<file path="config.mk">
export PLATFORM = sky130hd
export DESIGN_NAME = pipe_stall_ctrl
export DESIGN_NICKNAME = d
export VERILOG_FILES = /design/src/rtl/pipe_stall_ctrl_pkg.sv /design/src/rtl/pipe_stall_ctrl_ex_mc_seq.sv /design/src/rtl/pipe_stall_ctrl.sv
export SDC_FILE = /design/constraint.sdc
export NUM_CORES = 1
export LEC_CHECK = 0
export CAP_MARGIN = 5
export CELL_PAD_IN_SITES_DETAIL_PLACEMENT = 0
export CELL_PAD_IN_SITES_GLOBAL_PLACEMENT = 1
export CORE_UTILIZATION = 21
export CTS_CLUSTER_DIAMETER = 150
export CTS_CLUSTER_SIZE = 30
export DETAILED_ROUTE_END_ITERATION = 6
export GPL_ROUTABILITY_DRIVEN = 0
export PLACE_DENSITY_LB_ADDON = 0.1
export RECOVER_POWER = 50
export SLEW_MARGIN = 0
export SYNTH_ARGS = -nofsm -noshare
export SYNTH_HDL_FRONTEND = slang
export SYNTH_HIERARCHICAL = 1
export SYNTH_SLANG_ARGS = --single-unit
export TNS_END_PERCENT = 100
</file>
<file path="constraint.sdc">
create_clock -name clk -period 2.7 [get_ports clk]
set_clock_uncertainty 0.05 [all_clocks]
set_input_delay 0.405 -clock clk [delete_from_list [all_inputs] [get_ports clk]]
set_output_delay 0.405 -clock clk [all_outputs]
set_load 0.02 [all_outputs]
</file>
<file path="src/rtl/pipe_stall_ctrl_pkg.sv">
// Shared types for the pipeline stall/flush controller: stall vectors,
// multi-cycle sequencer states and stall-cause encoding.
package pipe_stall_ctrl_pkg;

  localparam int unsigned STALL_W = 6;

  // stall vector bit order: [0]PC [1]IF [2]ID [3]EX [4]MEM [5]WB, 1 = stop
  localparam logic [STALL_W-1:0] STALL_NONE = 6'b000000;
  localparam logic [STALL_W-1:0] STALL_IF   = 6'b000011;
  localparam logic [STALL_W-1:0] STALL_ID   = 6'b000111;
  localparam logic [STALL_W-1:0] STALL_EX   = 6'b001111;
  localparam logic [STALL_W-1:0] STALL_MEM  = 6'b011111;

  typedef enum logic {
    MC_IDLE = 1'b0,
    MC_BUSY = 1'b1
  } mc_state_e;

  typedef enum logic [2:0] {
    CAUSE_NONE = 3'd0,
    CAUSE_IF   = 3'd1,
    CAUSE_ID   = 3'd2,
    CAUSE_EX   = 3'd3,
    CAUSE_MEM  = 3'd4
  } stall_cause_e;

  function automatic logic [STALL_W-1:0] stall_code(input stall_cause_e cause);
    case (cause)
      CAUSE_IF:  return STALL_IF;
      CAUSE_ID:  return STALL_ID;
      CAUSE_EX:  return STALL_EX;
      CAUSE_MEM: return STALL_MEM;
      default:   return STALL_NONE;
    endcase
  endfunction

endpackage

</file>
<file path="src/rtl/pipe_stall_ctrl_ex_mc_seq.sv">
// EX multi-cycle sequencer: freezes EX for max(len,1) cycles after start,
// then pulses done for one cycle. cancel abandons the sequence silently.
module pipe_stall_ctrl_ex_mc_seq
  import pipe_stall_ctrl_pkg::*;
#(
  parameter int unsigned MC_LEN_W = 6
) (
  input  logic                clk,
  input  logic                rst,
  input  logic                start,
  input  logic [MC_LEN_W-1:0] len,
  input  logic                cancel,
  output logic                busy,
  output logic                done,
  output logic                stall_req
);

  mc_state_e           state;
  logic [MC_LEN_W-1:0] cnt;

  always_ff @(posedge clk) begin
    if (rst || cancel) begin
      state <= MC_IDLE;
      cnt   <= '0;
    end else begin
      case (state)
        MC_IDLE: begin
          if (start) begin
            state <= MC_BUSY;
            cnt   <= (len == '0) ? '0 : len - MC_LEN_W'(1);
          end
        end
        MC_BUSY: begin
          if (cnt == '0) state <= MC_IDLE;
          else           cnt   <= cnt - MC_LEN_W'(1);
        end
        default: state <= MC_IDLE;
      endcase
    end
  end

  // the start cycle itself is the first stalled cycle
  assign busy      = (state == MC_BUSY);
  assign done      = busy && (cnt == '0) && !cancel;
  assign stall_req = !cancel && (((state == MC_IDLE) && start) || (busy && (cnt != '0)));

endmodule

</file>
<file path="src/rtl/pipe_stall_ctrl.sv">
// Central stall/flush controller: stall priority encoder, flush mux, stall
// watchdog and EX multi-cycle sequencer. STALL_PERF_EN adds stall-cause counters.
module pipe_stall_ctrl
  import pipe_stall_ctrl_pkg::*;
#(
  parameter int unsigned WDOG_CYCLES = 1024,
  parameter int unsigned MC_LEN_W    = 6,
  parameter int unsigned PERF_W      = 32
) (
  input  logic                clk,
  input  logic                rst,
  input  logic                stallreq_if_i,
  input  logic                stallreq_id_i,
  input  logic                stallreq_mem_i,
  input  logic                ex_mc_start_i,
  input  logic [MC_LEN_W-1:0] ex_mc_len_i,
  input  logic                flush_req_i,
  input  logic [31:0]         new_pc_i,
  output logic [5:0]          stall_o,
  output logic                flush_o,
  output logic [31:0]         new_pc_o,
  output logic                ex_mc_busy_o,
  output logic                ex_mc_done_o,
  output logic                wdog_o,
  input  logic [1:0]          perf_sel_i,
  output logic [PERF_W-1:0]   perf_cnt_o
);

  localparam int unsigned WDOG_CW = $clog2(WDOG_CYCLES + 1);

  logic         mc_busy;
  logic         mc_done;
  logic         mc_stall;
  stall_cause_e cause;

  pipe_stall_ctrl_ex_mc_seq #(
    .MC_LEN_W (MC_LEN_W)
  ) u_ex_mc_seq (
    .clk       (clk),
    .rst       (rst),
    .start     (ex_mc_start_i),
    .len       (ex_mc_len_i),
    .cancel    (flush_req_i),
    .busy      (mc_busy),
    .done      (mc_done),
    .stall_req (mc_stall)
  );

  // deepest requester wins; flush overrides every stall
  always_comb begin
    cause    = CAUSE_NONE;
    flush_o  = 1'b0;
    new_pc_o = '0;
    if (!rst) begin
      if (flush_req_i) begin
        flush_o  = 1'b1;
        new_pc_o = new_pc_i;
      end else if (stallreq_mem_i) cause = CAUSE_MEM;
      else if (mc_stall)           cause = CAUSE_EX;
      else if (stallreq_id_i)      cause = CAUSE_ID;
      else if (stallreq_if_i)      cause = CAUSE_IF;
    end
  end

  assign stall_o      = stall_code(cause);
  assign ex_mc_busy_o = mc_busy && !rst;
  assign ex_mc_done_o = mc_done && !rst;

  // counts consecutive frozen-PC cycles; flag is sticky until reset
  logic [WDOG_CW-1:0] wdog_cnt;

  always_ff @(posedge clk) begin
    if (rst) begin
      wdog_cnt <= '0;
      wdog_o   <= 1'b0;
    end else if (!stall_o[0]) begin
      wdog_cnt <= '0;
    end else begin
      if (wdog_cnt != WDOG_CW'(WDOG_CYCLES)) wdog_cnt <= wdog_cnt + WDOG_CW'(1);
      if (wdog_cnt == WDOG_CW'(WDOG_CYCLES - 1)) wdog_o <= 1'b1;
    end
  end

`ifdef STALL_PERF_EN
  // index 0..3 maps to cause IF, ID, EX, MEM
  logic [PERF_W-1:0] perf_cnt [4];

  always_ff @(posedge clk) begin
    if (rst) begin
      for (int i = 0; i < 4; i++) perf_cnt[i] <= '0;
      perf_cnt_o <= '0;
    end else begin
      for (int i = 0; i < 4; i++) begin
        if ((cause == stall_cause_e'(3'(i + 1))) && (perf_cnt[i] != '1))
          perf_cnt[i] <= perf_cnt[i] + PERF_W'(1);
      end
      perf_cnt_o <= perf_cnt[perf_sel_i];
    end
  end
`else
  logic unused_perf_sel;
  assign unused_perf_sel = ^perf_sel_i;
  assign perf_cnt_o      = '0;
`endif

endmodule

</file>
==> metrics <==
maxcap violations=0; Hold Path Depth=2; leading area contributor after synthesis=dfxtp_1; Reg2Reg Setup Slack=0.19 ns; FF-to-FF Start=u_ex_mc_seq/cnt[0]; relative max-transition margin=around three fifths; most frequent cell after synthesis=buf_4; routed vias=between 1500 and 2000; largest cells by area after synthesis=dfxtp_1 22%, buf_4 15%, and2_1 12%; outcome=complete, no violations; final WL=around 4.9 mm; drt first pass iters=4; # port buffers=85; final setup vio count=0; Antenna Diode Count=0; Bufs and invs on worst path=3; crit share post-route=between 90% and 100%; Remaining DRCs=0; htree depth=1; Worst Hold Path EP=wdog_o; worst-path cell with the longest stage delay=clkdlybuf4s50_1; hold path startpoint=wdog_o; Pleak=between 1 and 1.5 nW; latest clock arrival within the worst-skew pair=between 0.2 and 0.3 ns; Crit Path Max Fanout=15; row count=32; Vias/cell=about 4.2; delay-heaviest family, CP=buffers and inverters; Final #Nets=362; Routed WL per cell=12.0 microns; die area=around 0.0084 sq mm; Worst setup SP type=primary input; kind of critical path=in -> out; CTS Buffer Depth=2; Hold-fix buffers, CTS=0; RSZ-0062 raised after global routing=yes; drt initial violations=between 80 and 90; fmax=around 0.39 GHz; Commonest cells post-synth=34 x buf_4, 32 x and2_1, 19 x dfxtp_1, 16 x inv_1, 9 x nor3_1; CTS Root Cell=clkbuf_8; GRT Residual Overflow=0; Worst Path Arrival=2.12 ns; clock-pin slew on the worst setup and hold paths=0.09 ns; top_reg_cell synth=dfxtp_1; Die W=slightly above 90 microns; max incr delay on CP=between 0.6 and 0.7 ns; Hold Path Class=reg -> reg; global-route wire length before repair=~7.6 mm; Post-CTS Setup Repair Bufs=0; Placement Setup Slack=-0.0405 ns; number of enable flip-flop cells after synthesis=0; crit end category=output pin; Starting Density=21.8%; synthesized cell area=around 0.0017 sq mm; area grow syn2layout=59.0%; Pwr Total=roughly 0.81 mW; initial antenna violation count=0; hpwl dp=between 3 and 4 mm; R2R depth=9; fraction of layout cells with a size suffix above 1=between 10% and 20%; peak supply drop=~0.16 mV; area of the multi-input gates=around 0.0011 sq mm; CTS Buf Count=3; top cell type's share of synthesized area=between 20% and 30%; Top Ports=between 100 and 150; most used cell, CP=clkdlybuf4s50_1; Mean Syn Cell Area=between 7 and 8 sq um; Layout Utilization=about a third; post-synthesis sequential area ratio=about 22%; Hold Vio Cnt, Final=0; fin. max-slew vios=0; antenna-violating nets left=0; largest net degree at the start of global routing=19; measured slew at the worst slew-check pin=just over 0.6 ns; Clock Sinks=19; async set-reset flop share out of synthesis=0%; worst reg2reg path endpoint=wdog_o; All-Layer GR Usage=between 10% and 20%; Pwr per Cell Area=~300 mW/mm^2; Core ar.=approximately 0.008 sq mm; fill count=around 800; Mapped Cells=approximately 210; min Tclk post-route=between 2 and 3 ns; vias in the first global route=around 1500; die height=91.8 microns; YS warnings=6; synth unique cells=between 40 and 50; Seq cells post-synth=19; TritonCTS clock tree=done; CP required=between 2 and 2.5 ns; final worst slack=0.123 ns; crit-path cells=clkdlybuf4s50_1 > nor2b_1 > buf_4 > and2_1 > clkdlybuf4s50_1; Seq. cell area=~380 sq um
state kept, by name (all words and copies together) (netlist names):
name	count
u_ex_mc_seq/busy	1
u_ex_mc_seq/cnt	6
wdog_cnt	11
wdog_o	1
layout make-up:
type                    count  area share (%)
flip-flops and latches     19            14.1
clock buffers               3            1.53
inverters                  16            2.23
repair buffers            100            36.4
multi-input cells         169            40.7
clock inverters             1           0.279
well taps                 102            4.74
worst register-to-register path, stage by stage (launching register included):
cell,delay (ns)
dfxtp_1,0.33
inv_2,0.06
ha_1,0.13
or4b_4,0.48
o22ai_4,0.15
nor2_2,0.06
nor3_2,0.22
a211o_1,0.23
clkbuf_1,0.51
o32ai_2,0.18
kinds of logic after synthesis:
logic type	synth area share (%)
xor gates and xnor gates	2.59
and+or+nand+nor	32.0
DFF	22.5
other	0.222
buffers and inverters	20.3
AOI/OAI and AO/OA	17.9
adders and majority gates	4.44
worst max-delay path by stage:
stage          slack (ns)           end  depth (start not counted)               start
2_1_floorplan        0.05    stall_o[1]                         10  u_ex_mc_seq/cnt[0]
3_3_place_gp        -0.01    stall_o[0]                          9  u_ex_mc_seq/cnt[0]
3_5_place_dp        -0.04    stall_o[0]                          9  u_ex_mc_seq/cnt[0]
4_1_cts             -0.05    stall_o[0]                          9  u_ex_mc_seq/cnt[0]
5_1_grt            -0.006  new_pc_o[18]                          5         flush_req_i
6_report             0.12  new_pc_o[18]                          5         flush_req_i
stage by stage:
stage	setup TNS (ns)	cell area, sq um	hold slack (ns)	std cells
2_1_floorplan	0	1810	0.420	245
3_3_place_gp	-0.0284	2620	0.410	406
3_5_place_dp	-0.0776	2620	0.411	406
4_1_cts	-0.101	2670	0.434	410
5_1_grt	-0.00687	2690	0.449	410
6_report	0	2690	0.435	410
where the power goes:
part	switching (mW)	internal (mW)	total, mW
Combinational	0.154	0.148	0.302
Clock	0.111	0.104	0.215
Sequential	0.00643	0.287	0.294
layout by cell type (no fill, tap or decap), drive strengths merged, types with 4 or more instances in the layout:
master / instances
clkdlybuf4s50: 66
dlymetal6s2s: 14
nand3: 5
clkbuf: 7
a211oi: 5
inv: 16
conb: 33
xor2: 5
o21ai: 7
and2: 32
or3: 4
nor2: 8
ha: 6
a21oi: 8
dfxtp: 19
buf: 14
nor3: 10
per-layer routing:
| layer | global-route usage, % | wire length [microns] | share of wire, % |
|---|---|---|---|
| met3 | 2.07 | 374 | 7.6 |
| met5 | 0 | 0 | 0 |
| met1 | 14.0 | 2260 | 46 |
| met4 | 3.91 | 40 | 0.81 |
| met2 | 19.5 | 2250 | 46 |
timing repair:
action | in CTS | in global routing
resized for setup | 4 | 27
pin swaps | 1 | 3
endpoints found under the setup margin | 3 | 8
(Power assumes the default switching activity.)
